--- src/rtl/mcp3_fifo512x025_ctl.sv ---
// Control stage for a 512x25 block-RAM FIFO: push-to-RAM writes, RAM reads into a 2-entry prefetch, valid/ready pop.
// Optional sticky overflow flag enabled by defining MCP3_FIFO512X025_ERRCHK_EN.
module mcp3_fifo512x025_ctl (
  input  logic        clk,
  input  logic        reset_n,
  input  logic        push,
  input  logic [24:0] push_data,
  output logic        full,
  output logic [9:0]  level,
  output logic        pop_valid,
  output logic [24:0] pop_data,
  input  logic        pop_ready,
  output logic        overflow_err,
  output logic        ram_wren,
  output logic [8:0]  ram_wrad,
  output logic [24:0] ram_data,
  output logic        ram_rden,
  output logic [8:0]  ram_rdad,
  input  logic [24:0] ram_q
);

  localparam logic [9:0] DEPTH = 10'd512;

  logic [8:0]  r_wr_ptr;
  logic [8:0]  r_rd_ptr;
  logic [9:0]  r_level;
  logic        r_inflight;
  logic [1:0]  r_out_cnt;
  logic [24:0] r_slot0;
  logic [24:0] r_slot1;

  logic        w_full;
  logic        w_push_acc;
  logic        w_pop_fire;
  logic [2:0]  w_occ;
  logic        w_rden;
  logic [1:0]  w_out_cnt_next;
  logic [24:0] w_slot0_next;
  logic [24:0] w_slot1_next;

  assign w_full     = (r_level == DEPTH);
  // Gated by reset_n so the write strobe sits at its reset value while reset is held.
  assign w_push_acc = reset_n & push & ~w_full;
  assign w_pop_fire = (r_out_cnt != 2'd0) & pop_ready;

  // Prefetch occupancy after this edge, counting the pop leaving now, so a read can overlap every pop.
  assign w_occ  = {1'b0, r_out_cnt} + {2'b00, r_inflight} - {2'b00, w_pop_fire};
  assign w_rden = (w_occ < 3'd2) & (r_level != 10'd0);

  always_ff @(posedge clk or negedge reset_n) begin
    if (!reset_n) begin
      r_wr_ptr <= 9'd0;
    end else if (w_push_acc) begin
      r_wr_ptr <= r_wr_ptr + 9'd1;
    end
  end

  always_ff @(posedge clk or negedge reset_n) begin
    if (!reset_n) begin
      r_rd_ptr   <= 9'd0;
      r_inflight <= 1'b0;
    end else begin
      r_inflight <= w_rden;
      if (w_rden) begin
        r_rd_ptr <= r_rd_ptr + 9'd1;
      end
    end
  end

  always_ff @(posedge clk or negedge reset_n) begin
    if (!reset_n) begin
      r_level <= 10'd0;
    end else if (w_push_acc && !w_rden) begin
      r_level <= r_level + 10'd1;
    end else if (!w_push_acc && w_rden) begin
      r_level <= r_level - 10'd1;
    end
  end

  // Slot 0 is the head; slot 1 is the skid entry behind it.
  always_comb begin
    w_out_cnt_next = r_out_cnt;
    w_slot0_next   = r_slot0;
    w_slot1_next   = r_slot1;
    unique case ({r_inflight, w_pop_fire})
      2'b10: begin
        if (r_out_cnt == 2'd0) begin
          w_slot0_next = ram_q;
        end else begin
          w_slot1_next = ram_q;
        end
        w_out_cnt_next = r_out_cnt + 2'd1;
      end
      2'b01: begin
        w_slot0_next   = r_slot1;
        w_out_cnt_next = r_out_cnt - 2'd1;
      end
      2'b11: begin
        if (r_out_cnt == 2'd1) begin
          w_slot0_next = ram_q;
        end else begin
          w_slot0_next = r_slot1;
          w_slot1_next = ram_q;
        end
      end
      default: begin
      end
    endcase
  end

  always_ff @(posedge clk or negedge reset_n) begin
    if (!reset_n) begin
      r_out_cnt <= 2'd0;
      r_slot0   <= 25'd0;
      r_slot1   <= 25'd0;
    end else begin
      r_out_cnt <= w_out_cnt_next;
      r_slot0   <= w_slot0_next;
      r_slot1   <= w_slot1_next;
    end
  end

`ifdef MCP3_FIFO512X025_ERRCHK_EN
  logic r_overflow_err;

  always_ff @(posedge clk or negedge reset_n) begin
    if (!reset_n) begin
      r_overflow_err <= 1'b0;
    end else if (push && w_full) begin
      r_overflow_err <= 1'b1;
    end
  end

  assign overflow_err = r_overflow_err;
`else
  assign overflow_err = 1'b0;
`endif

  assign full      = w_full;
  assign level     = r_level;
  assign pop_valid = (r_out_cnt != 2'd0);
  assign pop_data  = r_slot0;
  assign ram_wren  = w_push_acc;
  assign ram_wrad  = r_wr_ptr;
  assign ram_data  = push_data;
  assign ram_rden  = w_rden;
  assign ram_rdad  = r_rd_ptr;

endmodule

--- config.mk ---
export PLATFORM = sky130hd
export DESIGN_NAME = mcp3_fifo512x025_ctl
export DESIGN_NICKNAME = d
export VERILOG_FILES = /design/src/rtl/mcp3_fifo512x025_ctl.sv
export SDC_FILE = /design/constraint.sdc
export NUM_CORES = 1
export LEC_CHECK = 0
export ABC_AREA = 1
export ABC_CLOCK_PERIOD_IN_PS = 4800
export BUFFER_PORTS_ARGS = -buffer_cell sky130_fd_sc_hd__buf_2
export CORE_ASPECT_RATIO = 0.8
export CORE_MARGIN = 8
export CORE_UTILIZATION = 52
export DETAILED_ROUTE_END_ITERATION = 12
export MAX_ROUTING_LAYER = met4
export PLACE_DENSITY = 0.81
export SLEW_MARGIN = 20
export SYNTH_ARGS = -nofsm -noshare
export SYNTH_HDL_FRONTEND = slang
export SYNTH_SLANG_ARGS = --single-unit
--- constraint.sdc ---
create_clock -name clk -period 4.8 [get_ports clk]
set_clock_uncertainty 0.15 [all_clocks]
set_input_delay 0 -clock clk [delete_from_list [all_inputs] [get_ports clk]]
set_output_delay 0 -clock clk [all_outputs]
set_load 0.05 [all_outputs]
==> flow_metrics.tcl <==
set metrics [dict create \
    status "complete, no violations" \
    worstReg2RegStart "r_out_cnt[1]$_DFFE_PN0P_" \
    r2r_end "level[4]$_DFFE_PN0P_" \
    route.detailed.drc 0 \
    worstPathRequired_ns 4.90 \
    grt_max_degree 65 \
    layout-drive-gt1-share 0.184 \
    synthSimpleGateAreaFrac 0.250 \
    start_util 0.534 \
    dr.pass1.iters 4 \
    synth-adder-area-share 0.0502 \
    max-cap-violations 0 \
    seq_area_frac_synth 0.447 \
    clock_latency_ns 0.36 \
    hp-start "pop_ready" \
    p_per_area_nw_per_um2 789 \
    overflow 0 \
    hold_class "in -> reg" \
    drv_slew 0 \
    wl_per_cell_um 13.9 \
    antenna_found_initial 0 \
    syn-num-nets 642 \
    synth-xor-area-share 0.0367 \
    wirelength_mm 11.0 \
    cts_tree "built" \
    crit_path_end "level[4]$_DFFE_PN0P_" \
    synth_area_um2 4530 \
    fp.dieH_um 99.5 \
    path_common_cell "nand2_1" \
    ant_nets 0 \
    slowest_stage "dfrtp_1" \
    period_needed_ns 3.91 \
    final_area_um2 5540 \
    layoutNonFillerInstCount 796 \
    r2r_cells 19 \
    startpoint_type "flip-flop" \
    hpwlAfterDp_mm 7.10 \
    dp.cells 727 \
    max_slew_margin 0.366 \
    grt_pass1_vias 3948 \
    diodes 0 \
    rsz0062_at_grt "false" \
    cp-end-kind "flip-flop" \
    place_area_um2 4800 \
    cts.sink_count 81 \
    ys_warn_count 0 \
    synthDistinctLibCells 32 \
    setup_violations 0 \
    cts_buffers 9 \
    cts_root_buf "clkbuf_8" \
    finalHoldViolations 0 \
    tightest_slew_ns 0.949 \
    fillerInstances 733 \
    slowest_delay_ns 0.41 \
    cts.htree.levels 3 \
    fin_nets 750 \
    path_clk_slew_ns 0.09 \
    synth_top_family_by_area "simple AND/OR/NAND/NOR gates" \
    cts_hold_buf 52 \
    num_vias 3955 \
    cts_setup_buffers 0 \
    fmax_ghz 0.256 \
    drtIter0Drc 332 \
    path_max_fanout 11 \
    crit_path_start "r_out_cnt[1]$_DFFE_PN0P_" \
    die_w_um 120 \
    globalRouteTotalUtil 0.194 \
    crit_chain "inv_1, ha_1, inv_2, nand2_4, inv_1, nand2_1, a21oi_1, fa_1, xnor2_1, nor2_1, nand2_1, ha_1, inv_1, ha_1, a21oi_1, nand2_1, or2_2, nand3_1, nand2_1" \
    die_area_um2 12000 \
    peakVddDrop_mv 0.470 \
    synth-seq-cells 81 \
    cts_resized 0 \
    synthMuxAreaShare 0 \
    fin_crit_sh 0.815 \
    io_buffers 85 \
    via_per_inst 4.97 \
    reg2reg_slack_ns 0.89 \
    synth_cells 571 \
    synthToLayoutAreaGrowth_pct 22.2 \
    cp_data_arrival_time_ns 4.01 \
    avgSynthCellArea_um2 7.94 \
    p_leak_nw 3.01 \
    core_area_um2 8480 \
    tns_ns 0 \
    grt_pass1_wl_mm 18.7 \
    core.rowCount 30 \
    ios 137 \
    cts_max_path_buffers 2 \
    synth-compound-area-share 0.0988 \
    gp_congestion 0.887 \
    path_class "reg -> reg" \
]
==> area by class of cell <==
class                      count  area (um^2)  area share
multi-input combinational    389         1980       0.357
timing repair buffer         140          991       0.179
clock inverter                 6         51.3     0.00926
clock buffer                  10          138      0.0248
inverter                      58          218      0.0393
tap                          112          140      0.0253
sequential                    81         2030       0.366
==> sequential cells by signal, indices dropped and copies added (netlist names) <==
name,cells
r_out_cnt,2
ram_rdad,9
level,10
r_inflight,1
r_slot1,25
pop_data,25
ram_wrad,9
==> worst max-delay path: cells and delay by family (launching register included) <==
kind | cells | cell delay (ns)
xor+xnor | 1 | 0.14
compound gates | 2 | 0.25
fa+ha+maj | 4 | 1.32
buf+inv | 4 | 0.50
simple gates | 8 | 1.04
flops | 1 | 0.41
==> through the flow <==
| step | utilization | power (W) | setup WS [ns] | hold slack, ns |
|---|---|---|---|---|
| floorplan | - | 0.00334 | 1.11 | -0.446 |
| global placement | 0.566 | 0.00372 | 1.01 | -0.265 |
| detailed placement | 0.566 | 0.00380 | 0.860 | -0.263 |
| CTS | 0.650 | 0.00437 | 0.842 | 0.0573 |
| global route | 0.653 | 0.00475 | 0.489 | 0.0753 |
| finish | 0.653 | 0.00437 | 0.889 | 0.0604 |
==> synthesized netlist by cell type, drive strengths merged <==
master | instances | share of area
xnor2 | 11 | 0.021
buf | 39 | 0.065
o21a | 1 | 0.0017
o21ai | 60 | 0.079
clkbuf | 4 | 0.0033
conb | 1 | 0.00083
a21oi | 9 | 0.015
clkinv | 2 | 0.0017
ha | 15 | 0.041
o22ai | 2 | 0.0028
nor2 | 23 | 0.023
fa | 2 | 0.0088
nand2 | 230 | 0.19
and2 | 1 | 0.0014
or2 | 1 | 0.0014
nand4 | 7 | 0.0097
nand3b | 1 | 0.0017
nand3 | 15 | 0.017
dfrtp | 81 | 0.45
inv | 56 | 0.046
and3 | 1 | 0.0014
nor3 | 1 | 0.0011
xor2 | 8 | 0.015
==> layer usage <==
metal  global-route usage  wire [um]
met4               0.0508        112
met2                0.315       5410
met5                    -          0
met3               0.0527        638
met1                0.236       4870
==> cells in the final DEF, fill, tap and decap left out, types with 8 or more instances in the layout <==
cell	instances
o21ai_0	38
nand2_1	228
dfrtp_1	81
xor2_1	8
nand3_1	15
clkbuf_8	10
ha_1	15
buf_2	84
inv_1	54
nor2_1	22
dlygate4sd3_1	52
o21ai_2	13
xnor2_1	11
o21ai_1	8
==> worst min-delay path by stage <==
stage / end / slack [ns] / cells after the start
2_1_floorplan: level[0]$_DFFE_PN0P_ / -0.45 / 0
3_3_place_gp: pop_data[9]$_DFFE_PN0P_ / -0.27 / 1
3_5_place_dp: pop_data[9]$_DFFE_PN0P_ / -0.26 / 1
4_1_cts: r_out_cnt[0]$_DFFE_PN0P_ / 0.06 / 5
5_1_grt: r_out_cnt[0]$_DFFE_PN0P_ / 0.08 / 5
6_report: r_out_cnt[0]$_DFFE_PN0P_ / 0.06 / 5
==> power by group <==
| group | internal (W) | total, W | switching (W) | leakage [nW] |
|---|---|---|---|---|
| combinational | 0.000772 | 0.00270 | 0.00193 | 1.91 |
| sequential | 0.000995 | 0.00119 | 0.000194 | 1.01 |
| clock | 0.000208 | 0.000479 | 0.000271 | 0.0870 |
| total | 0.00198 | 0.00437 | 0.00240 | 3.01 |
==> cell families after synthesis <==
family / Yosys count
fa+ha+maj: 17
flops: 81
compound gates: 72
xor+xnor: 19
simple gates: 280
other cells: 1
buf+inv: 101
(Power assumes the default switching activity.)
